<file path="src/rtl/asic_output_classifier.sv">
// asic_output_classifier
// Box-car averages the four XADC AUX channels (one per ASIC output neuron),
// picks the strongest channel above a threshold and only changes the
// reported classification after CONFIRM_COUNT identical window decisions.
// Optional peak-hold registers are built when CLASSIFIER_PEAK_HOLD_EN is defined.

module asic_output_classifier #(
    parameter int SAMPLE_WIDTH  = 12,
    parameter int AVG_LOG2      = 4,
    parameter int CONFIRM_COUNT = 3
) (
    input  logic                    clk,
    input  logic                    rst,
    input  logic                    sample_valid,
    input  logic [1:0]              sample_ch,
    input  logic [SAMPLE_WIDTH-1:0] sample_data,
    input  logic [SAMPLE_WIDTH-1:0] threshold,
    output logic [SAMPLE_WIDTH-1:0] avg_aux0,
    output logic [SAMPLE_WIDTH-1:0] avg_aux1,
    output logic [SAMPLE_WIDTH-1:0] avg_aux2,
    output logic [SAMPLE_WIDTH-1:0] avg_aux3,
    output logic [1:0]              network_output,
    output logic                    winner_valid,
    output logic                    decision_strobe,
    output logic [7:0]              drop_count,
    output logic [SAMPLE_WIDTH-1:0] peak_aux0,
    output logic [SAMPLE_WIDTH-1:0] peak_aux1,
    output logic [SAMPLE_WIDTH-1:0] peak_aux2,
    output logic [SAMPLE_WIDTH-1:0] peak_aux3,
    input  logic                    peak_clr
);

    localparam int               ACC_W       = SAMPLE_WIDTH + AVG_LOG2;
    localparam int               CNT_W       = AVG_LOG2 + 1;
    localparam logic [CNT_W-1:0] CNT_FULL    = CNT_W'(2 ** AVG_LOG2);
    localparam logic [3:0]       CONFIRM_MAX = 4'(CONFIRM_COUNT);
    // Candidate encoding: bit 2 set means "no channel above threshold".
    localparam logic [2:0]       CAND_NONE   = 3'b100;

    typedef enum logic [1:0] {
        ST_IDLE,
        ST_CMP,
        ST_DECIDE
    } state_t;

    state_t                  state_q,      state_d;
    logic [1:0]              cmpIdx_q,     cmpIdx_d;
    logic [ACC_W-1:0]        acc_q [4];
    logic [ACC_W-1:0]        acc_d [4];
    logic [CNT_W-1:0]        cnt_q [4];
    logic [CNT_W-1:0]        cnt_d [4];
    logic [SAMPLE_WIDTH-1:0] avg_q [4];
    logic [SAMPLE_WIDTH-1:0] avg_d [4];
    logic [1:0]              bestIdx_q,    bestIdx_d;
    logic [SAMPLE_WIDTH-1:0] bestVal_q,    bestVal_d;
    logic [2:0]              prevCand_q,   prevCand_d;
    logic [3:0]              confirmCnt_q, confirmCnt_d;
    logic [1:0]              netOut_q,     netOut_d;
    logic                    winValid_q,   winValid_d;
    logic                    strobe_q,     strobe_d;
    logic [7:0]              drop_q,       drop_d;

    logic                    windowComplete;
    logic                    latchNow;
    logic [SAMPLE_WIDTH-1:0] newAvg [4];
    logic [2:0]              candidate;
    logic [3:0]              confirmNext;

    // Window status and the truncated averages that a latch would capture.
    always_comb begin
        windowComplete = 1'b1;
        for (int i = 0; i < 4; i++) begin
            newAvg[i] = acc_q[i][ACC_W-1:AVG_LOG2];
            if (cnt_q[i] != CNT_FULL) begin
                windowComplete = 1'b0;
            end
        end
    end

    assign latchNow = windowComplete && (state_q == ST_IDLE);

    // Accumulate samples, latch averages at window end and count discarded samples.
    always_comb begin
        for (int i = 0; i < 4; i++) begin
            acc_d[i] = acc_q[i];
            cnt_d[i] = cnt_q[i];
            avg_d[i] = avg_q[i];
        end
        drop_d = drop_q;
        if (latchNow) begin
            for (int i = 0; i < 4; i++) begin
                avg_d[i] = newAvg[i];
                acc_d[i] = '0;
                cnt_d[i] = '0;
            end
            if (sample_valid) begin
                acc_d[sample_ch] = ACC_W'(sample_data);
                cnt_d[sample_ch] = CNT_W'(1);
            end
        end else if (sample_valid) begin
            if (cnt_q[sample_ch] != CNT_FULL) begin
                acc_d[sample_ch] = acc_q[sample_ch] + ACC_W'(sample_data);
                cnt_d[sample_ch] = cnt_q[sample_ch] + CNT_W'(1);
            end else if (drop_q != 8'hFF) begin
                drop_d = drop_q + 8'd1;
            end
        end
    end

    // Compare/decide sequencer: next state, running best channel and confirmation.
    always_comb begin
        state_d      = state_q;
        cmpIdx_d     = cmpIdx_q;
        bestIdx_d    = bestIdx_q;
        bestVal_d    = bestVal_q;
        prevCand_d   = prevCand_q;
        confirmCnt_d = confirmCnt_q;
        netOut_d     = netOut_q;
        winValid_d   = winValid_q;
        strobe_d     = 1'b0;
        candidate    = (bestVal_q >= threshold) ? {1'b0, bestIdx_q} : CAND_NONE;
        if (candidate == prevCand_q) begin
            confirmNext = (confirmCnt_q >= CONFIRM_MAX) ? CONFIRM_MAX : confirmCnt_q + 4'd1;
        end else begin
            confirmNext = 4'd1;
        end
        case (state_q)
            ST_IDLE: begin
                if (windowComplete) begin
                    state_d   = ST_CMP;
                    cmpIdx_d  = 2'd0;
                    bestIdx_d = 2'd0;
                    bestVal_d = newAvg[0];
                end
            end
            ST_CMP: begin
                if (avg_q[cmpIdx_q] > bestVal_q) begin
                    bestIdx_d = cmpIdx_q;
                    bestVal_d = avg_q[cmpIdx_q];
                end
                cmpIdx_d = cmpIdx_q + 2'd1;
                if (cmpIdx_q == 2'd3) begin
                    state_d = ST_DECIDE;
                end
            end
            ST_DECIDE: begin
                confirmCnt_d = confirmNext;
                prevCand_d   = candidate;
                if (confirmNext == CONFIRM_MAX) begin
                    if (candidate[2]) begin
                        winValid_d = 1'b0;
                    end else begin
                        netOut_d   = candidate[1:0];
                        winValid_d = 1'b1;
                    end
                end
                strobe_d = 1'b1;
                state_d  = ST_IDLE;
            end
            default: begin
                state_d = ST_IDLE;
            end
        endcase
    end

    // State register for the whole datapath; reset wins over every other event.
    always_ff @(posedge clk) begin
        if (rst) begin
            state_q      <= ST_IDLE;
            cmpIdx_q     <= '0;
            bestIdx_q    <= '0;
            bestVal_q    <= '0;
            prevCand_q   <= '0;
            confirmCnt_q <= '0;
            netOut_q     <= '0;
            winValid_q   <= 1'b0;
            strobe_q     <= 1'b0;
            drop_q       <= '0;
            for (int i = 0; i < 4; i++) begin
                acc_q[i] <= '0;
                cnt_q[i] <= '0;
                avg_q[i] <= '0;
            end
        end else begin
            state_q      <= state_d;
            cmpIdx_q     <= cmpIdx_d;
            bestIdx_q    <= bestIdx_d;
            bestVal_q    <= bestVal_d;
            prevCand_q   <= prevCand_d;
            confirmCnt_q <= confirmCnt_d;
            netOut_q     <= netOut_d;
            winValid_q   <= winValid_d;
            strobe_q     <= strobe_d;
            drop_q       <= drop_d;
            for (int i = 0; i < 4; i++) begin
                acc_q[i] <= acc_d[i];
                cnt_q[i] <= cnt_d[i];
                avg_q[i] <= avg_d[i];
            end
        end
    end

    assign avg_aux0        = avg_q[0];
    assign avg_aux1        = avg_q[1];
    assign avg_aux2        = avg_q[2];
    assign avg_aux3        = avg_q[3];
    assign network_output  = netOut_q;
    assign winner_valid    = winValid_q;
    assign decision_strobe = strobe_q;
    assign drop_count      = drop_q;

`ifdef CLASSIFIER_PEAK_HOLD_EN
    logic [SAMPLE_WIDTH-1:0] peak_q [4];
    logic [SAMPLE_WIDTH-1:0] peak_d [4];

    // Track the largest window average per channel; a clear beats a same-cycle update.
    always_comb begin
        for (int i = 0; i < 4; i++) begin
            peak_d[i] = peak_q[i];
        end
        if (peak_clr) begin
            for (int i = 0; i < 4; i++) begin
                peak_d[i] = '0;
            end
        end else if (latchNow) begin
            for (int i = 0; i < 4; i++) begin
                if (newAvg[i] > peak_q[i]) begin
                    peak_d[i] = newAvg[i];
                end
            end
        end
    end

    // Peak-hold registers.
    always_ff @(posedge clk) begin
        if (rst) begin
            for (int i = 0; i < 4; i++) begin
                peak_q[i] <= '0;
            end
        end else begin
            for (int i = 0; i < 4; i++) begin
                peak_q[i] <= peak_d[i];
            end
        end
    end

    assign peak_aux0 = peak_q[0];
    assign peak_aux1 = peak_q[1];
    assign peak_aux2 = peak_q[2];
    assign peak_aux3 = peak_q[3];
`else
    logic unusedPeakClr;
    assign unusedPeakClr = peak_clr;
    assign peak_aux0     = '0;
    assign peak_aux1     = '0;
    assign peak_aux2     = '0;
    assign peak_aux3     = '0;
`endif

endmodule

</file>
<file path="config.mk">
export PLATFORM = sky130hd
export DESIGN_NAME = asic_output_classifier
export DESIGN_NICKNAME = d
export VERILOG_FILES = /design/src/rtl/asic_output_classifier.sv
export SDC_FILE = /design/constraint.sdc
export NUM_CORES = 1
export LEC_CHECK = 0
export BUFFER_PORTS_ARGS = -buffer_cell sky130_fd_sc_hd__buf_4
export CAP_MARGIN = 20
export CELL_PAD_IN_SITES_DETAIL_PLACEMENT = 0
export CELL_PAD_IN_SITES_GLOBAL_PLACEMENT = 1
export CORE_MARGIN = 3
export CORE_UTILIZATION = 40
export CTS_BUF_LIST = sky130_fd_sc_hd__clkbuf_16
export DETAILED_ROUTE_END_ITERATION = 16
export PLACE_DENSITY = 0.83
export SLEW_MARGIN = 30
export SYNTH_ARGS = -nofsm -noshare
export SYNTH_HDL_FRONTEND = slang
export SYNTH_SLANG_ARGS = --single-unit
</file>
<file path="constraint.sdc">
create_clock -name clk -period 6.9 [get_ports clk]
set_input_delay 0.69 -clock clk [delete_from_list [all_inputs] [get_ports clk]]
set_output_delay 0.69 -clock clk [all_outputs]
set_load 0.01 [all_outputs]
</file>
Word level (Yosys, flattened, before mapping)
Memory sizes are Yosys's and may differ from the RTL's. A register that Yosys moved wholly into a read port is not among the register bits.
Index checks and enable logic that the tools add are counted.
{"block": "totals", "memories": 3, "register_bits": 37, "ramBits": 132, "out_inout_bits": 108, "inputBits": 30, "wordCells": 115}
{"memory": "acc_q", "depth": 4, "word_bits": 16, "rd": 5, "rd_clocked_by_memory_dff": 0, "wr": 4, "line_no": "48", "source": "logic [ACC_W-1:0] acc_q [4];"}
{"memory": "avg_q", "depth": 4, "word_bits": 12, "rd": 5, "rd_clocked_by_memory_dff": 1, "wr": 4, "line_no": "52", "source": "logic [SAMPLE_WIDTH-1:0] avg_q [4];"}
{"memory": "cnt_q", "depth": 4, "word_bits": 5, "rd": 5, "rd_clocked_by_memory_dff": 0, "wr": 4, "line_no": "50", "source": "logic [CNT_W-1:0] cnt_q [4];"}
{"block": "classes", "mux": 51, "bitwise": 17, "magnitude_cmp": 5, "eq_ne": 14, "reduce_logical": 10, "n_addsub": 5}
{"operator": "$mux W64", "count": 4}
{"operator": "$mux W16", "count": 6}
{"operator": "$mux W12", "count": 6}
{"operator": "$and A60 B64 Y64", "count": 1}
{"operator": "$bwmux W64", "count": 1}
{"operator": "$mux W20", "count": 3}
{"operator": "$mux W48", "count": 1}
{"operator": "$demux W16 S2", "count": 1}
{"operator": "$mux W5", "count": 5}
{"operator": "$ne A5 B5 Y1 const B", "count": 5}
{"operator": "$pmux W12 S2", "count": 1}
{"operator": "$bwmux W20", "count": 1}
{"operator": "$add A16 B12 Y16", "count": 1}
{"operator": "$ge A12 B12 Y1", "count": 1}
{"operator": "$gt A12 B12 Y1", "count": 1}
{"operator": "$mux W2", "count": 6}
{"operator": "$or A1 B1 Y1", "count": 12}
{"operator": "$pmux W2 S2", "count": 3}
{"operator": "$demux W5 S2", "count": 1}
{"operator": "$mux W1", "count": 9}
{"operator": "$add A8 B1 Y8 const B", "count": 1}
{"operator": "$mux W4", "count": 2}
{"operator": "$ne A8 B8 Y1 const B", "count": 1}
{"operator": "$ne A2 B2 Y1 const B", "count": 3}
{"operator": "other kinds (19)", "count": 26}

Longest topological paths before layout
{"block": "depth", "ltp_word": 10, "depth_mapped": 14, "depth_no_buf": 11}

Worst setup path before layout
OpenSTA, ideal clock, no wires.
{"block": "synth_path", "path_type": "input -> register", "start": "in sample_ch[0]", "end": "mem acc_q[1][10] (netlist name)", "cell_stages": 12, "path_buffers": 3, "arrival_time_ps": 3863, "setup_slack_ps": 2946, "setup_time_ps": 91, "t_required_ps": 6809, "cell_sequence": "buf_6 buf_2 buf_1 mux4_2 ha_1 nor2b_1 o31a_1 o41ai_1 o21ai_0 xor2_1 nand2_1 a311oi_1"}
{"element": "from (decl)", "line_no": "15", "source": "input logic [1:0] sample_ch,"}
{"element": "to (decl)", "line_no": "48"}

==> impl_results.md <==
* Status: completed
* Die Width at around 160 um
* Tightest Hold Check Type: flop to flop
* Slowest stage delay, CP at 0.89 ns
* Avg Cell Area, Syn at ~8.8 sq um
* Placed insts at roughly 1400
* Post-DP HPWL at roughly 17000 um
* Yosys top cell by area: dfxtp_1
* Tot GR Track Use at 19.3%
* Num Clock Sinks at 171
* Static Leak at 0.00396 uW
* Largest net degree at the start of global routing at around 80
* Via count of the first global-routing pass at around 7000
* Sequential-to-total area share from yosys stat at a little under two fifths
* Startpoint types: flop
* CP Class: flop to flop
* Reg-to-Reg End: bestVal_q[3]
* Routed Antenna Nets at 0
* Maxcap violations at 0
* Setup_tns at 0 ns
* Worst-skew pair later-pin latency at roughly 0.44 ns
* CTS H-tree depth at 4
* Fmax at between 200 and 300 MHz
* Slew headroom at 39.1%
* I/O pin cnt at approximately 140
* DR vias at 7507
* Area grow syn2layout at 13.0%
* Netlist cell types at slightly above 60
* Commonest non-fill, non-tap cell in the layout: nand2_1
* Cells along the critical path: mux4_2, ha_1, a21o_1, a21oi_1, o21ai_0, a22o_1, o41ai_4, buf_4, a211oi_1, a211oi_1
* Antenna diodes at 0
* Via density at around 5.4
* # fillers at approximately 2200
* Ys flop type: dfxtp_1
* Post-synth EDFFs at 0
* Die area at around 0.025 sq mm
* TritonRoute pass-1 iters at 7
* Initial antenna violation count at 0
* Cell Area, Synth at 0.00917 sq mm
* Number of synthesized register bits at ~170
* Initial DRC Count at roughly 520
* Area of the core at about 0.022 sq mm
* PortBufs at approximately 90
* Crit path top cell by count: a211oi_1
* Clock-pin slew on the worst setup and hold paths at around 0.08 ns
* WL final at 23900 um
* Non-filler cells, final at 1388
* First-pass GRT wire length at approximately 38000 um
* Reg2reg path depth at 10
* Max FO, Critical Path at 26
* CTS Root Cell: clkbuf_16
* CP Capture Type: flop
* Final period util at 51.6%
* Worst R2R Setup Slack at about 3.3 ns
* Layout cells sized above 1 at approximately 16%
* Placer Congestion at roughly 0.9
* Share of the synthesized area in the top cell type at a little under two fifths
* Syn Inst Count at 1046
* CTS Buffer Depth at 2
* PD cells at about 210 mW/mm^2
* Ys async rst share at 0%
* # Post-CTS Setup Buffers at 0
* CTS tree: done
* Min Tclk post-route at 3.56 ns
* Hold_buf cts at 0
* Max stage delay cell, worst path: dfxtp_1
* Most frequent cells in the layout: nand2_1 (176), dfxtp_1 (171), a21oi_1 (116), buf_4 (92), nor2_1 (77)
* Top cells by area, synth: dfxtp_1 (37%), mux4_2 (8.1%), nand2_1 (7.2%), a21oi_1 (6.3%), ha_1 (5.6%)
* Yosys warns at 0
* Final Slew Violations at 0
* Drt drc at 0
* Arr. time, crit path at approximately 3.9 ns
* Worst VDD drop at ~120 uV
* GRT overflow at 0
* Row Count at 54
* CP required at about 7.2 ns
* Worst-margin pin slew at just over 0.9 ns
* Wire length per cell at about 17 um
* Fin Clk Skew at roughly 0.013 ns
* Nets at 1167
* Chip Height at approximately 160 um
* Final hold vios at 0
* Initial core utilization at between 40 and 50%
* CP endpoint: bestVal_q[3]
* Number of CTS-inserted buffers at 17
* Resize count post-CTS at 0
* Unrepaired setup endpoints after global routing: false
* # setup viols final at 0
==> state kept, by name (all words and copies together), names as in the netlist, named ones only <==
| register | count |
|---|---|
| network_output | 2 |
| bestIdx_q | 2 |
| prevCand_q | 3 |
| cnt_q | 20 |
| drop_count | 8 |
| confirmCnt_q | 4 |
| cmpIdx_q | 2 |
| acc_q | 64 |
| avg_q | 48 |
| bestVal_q | 12 |
| state_q | 2 |
| decision_strobe | 1 |
| winner_valid | 1 |
==> per-stage QoR <==
| step | hold WS, ns | utilization [%] | area, sq um | power, uW | setup WS, ns |
|---|---|---|---|---|---|
| finish | 0.472 | 46.7 | 10400 | 2210 | 3.34 |
| global route | 0.490 | 46.7 | 10400 | 2290 | 3.07 |
| CTS | 0.472 | 46.7 | 10400 | 2220 | 3.27 |
| detailed placement | 0.457 | 44.0 | 9750 | 1270 | 2.94 |
| global placement | 0.445 | 44.0 | 9740 | 1260 | 2.98 |
| floorplan | 0.429 | - | 9340 | 1230 | 2.95 |
==> worst max-delay path: cells and delay by family (launching register included) <==
family	cells	cell delay, ns
AOI/OAI and AO/OA	7	1.28
DFF	1	0.89
muxes	1	0.64
buffers and inverters	1	0.34
adders and majority gates	1	0.32
==> cell families (layout without fill, tap and decap cells) <==
| family | count (synthesis) | count (layout) | synth area share [%] |
|---|---|---|---|
| xor+xnor | 24 | 24 | 2.29 |
| simple gates | 349 | 349 | 17.1 |
| mux | 57 | 57 | 10.7 |
| fa+ha+maj | 42 | 42 | 5.81 |
| buf+inv | 141 | 156 | 8.39 |
| other cells | 1 | 48 | 0.0409 |
| flops | 171 | 171 | 37.3 |
| compound gates | 261 | 261 | 18.3 |
==> per-layer routing <==
metal / wire length, um / GRT usage, % / vias up
met3: 1380 / 3.33 / 25
li1: - / - / 3739
met1: 11200 / 27.3 / 3528
met5: 0 / 0 / -
met4: 339 / 5.62 / 0
met2: 11000 / 30.5 / 215
==> worst min path at each step <==
| stage | endpoint | slack (ns) | startpoint | depth (start not counted) |
|---|---|---|---|---|
| after floorplan | confirmCnt_q[1] | 0.43 | confirmCnt_q[1] | 2 |
| after global placement | confirmCnt_q[1] | 0.45 | confirmCnt_q[1] | 2 |
| after detailed placement | confirmCnt_q[1] | 0.46 | confirmCnt_q[1] | 2 |
| after CTS | avg_q[1][8] | 0.47 | acc_q[1][12] | 2 |
| after global routing | avg_q[1][3] | 0.49 | acc_q[1][7] | 2 |
| final | avg_q[1][3] | 0.47 | acc_q[1][7] | 2 |
==> synthesized netlist by cell type, types with 4 or more instances <==
library cell and number:
buf_1 5, nand2_1 176, nand3_1 15, a21oi_1 116, a211oi_1 56, inv_1 32
o21ai_0 31, mux2i_1 24, and2_1 13, and3_1 4, dfxtp_1 171, buf_4 53
a21o_1 9, ha_1 41, nor2_2 6, nor3_1 18, clkbuf_1 33, xor2_1 10
buf_2 15, a311oi_1 20, nand2b_1 7, nand3b_1 5, a31oi_1 5, mux4_2 33
nor2_1 77, nor2b_1 4, o22ai_1 4, xnor2_1 14
==> cell type report <==
type                    count  area (sq um)  share of cell area (%)
well taps                 280           350                    3.38
clock buffers              17           425                    4.11
flip-flops and latches    171          3420                    33.1
inverters                  32           120                    1.16
multi-input cells         781          5170                    49.9
repair buffers             92           691                    6.67
clock inverters            15           175                    1.69
==> where the power goes <==
| group | leakage (uW) | switching, uW | internal (uW) | total, uW |
|---|---|---|---|---|
| logic | 0.00228 | 135 | 80.5 | 215 |
| clock network | 0.000290 | 471 | 490 | 961 |
| registers | 0.00138 | 21.1 | 1010 | 1030 |
| total | 0.00396 | 627 | 1580 | 2210 |
Power figures use the tool's default switching activity.
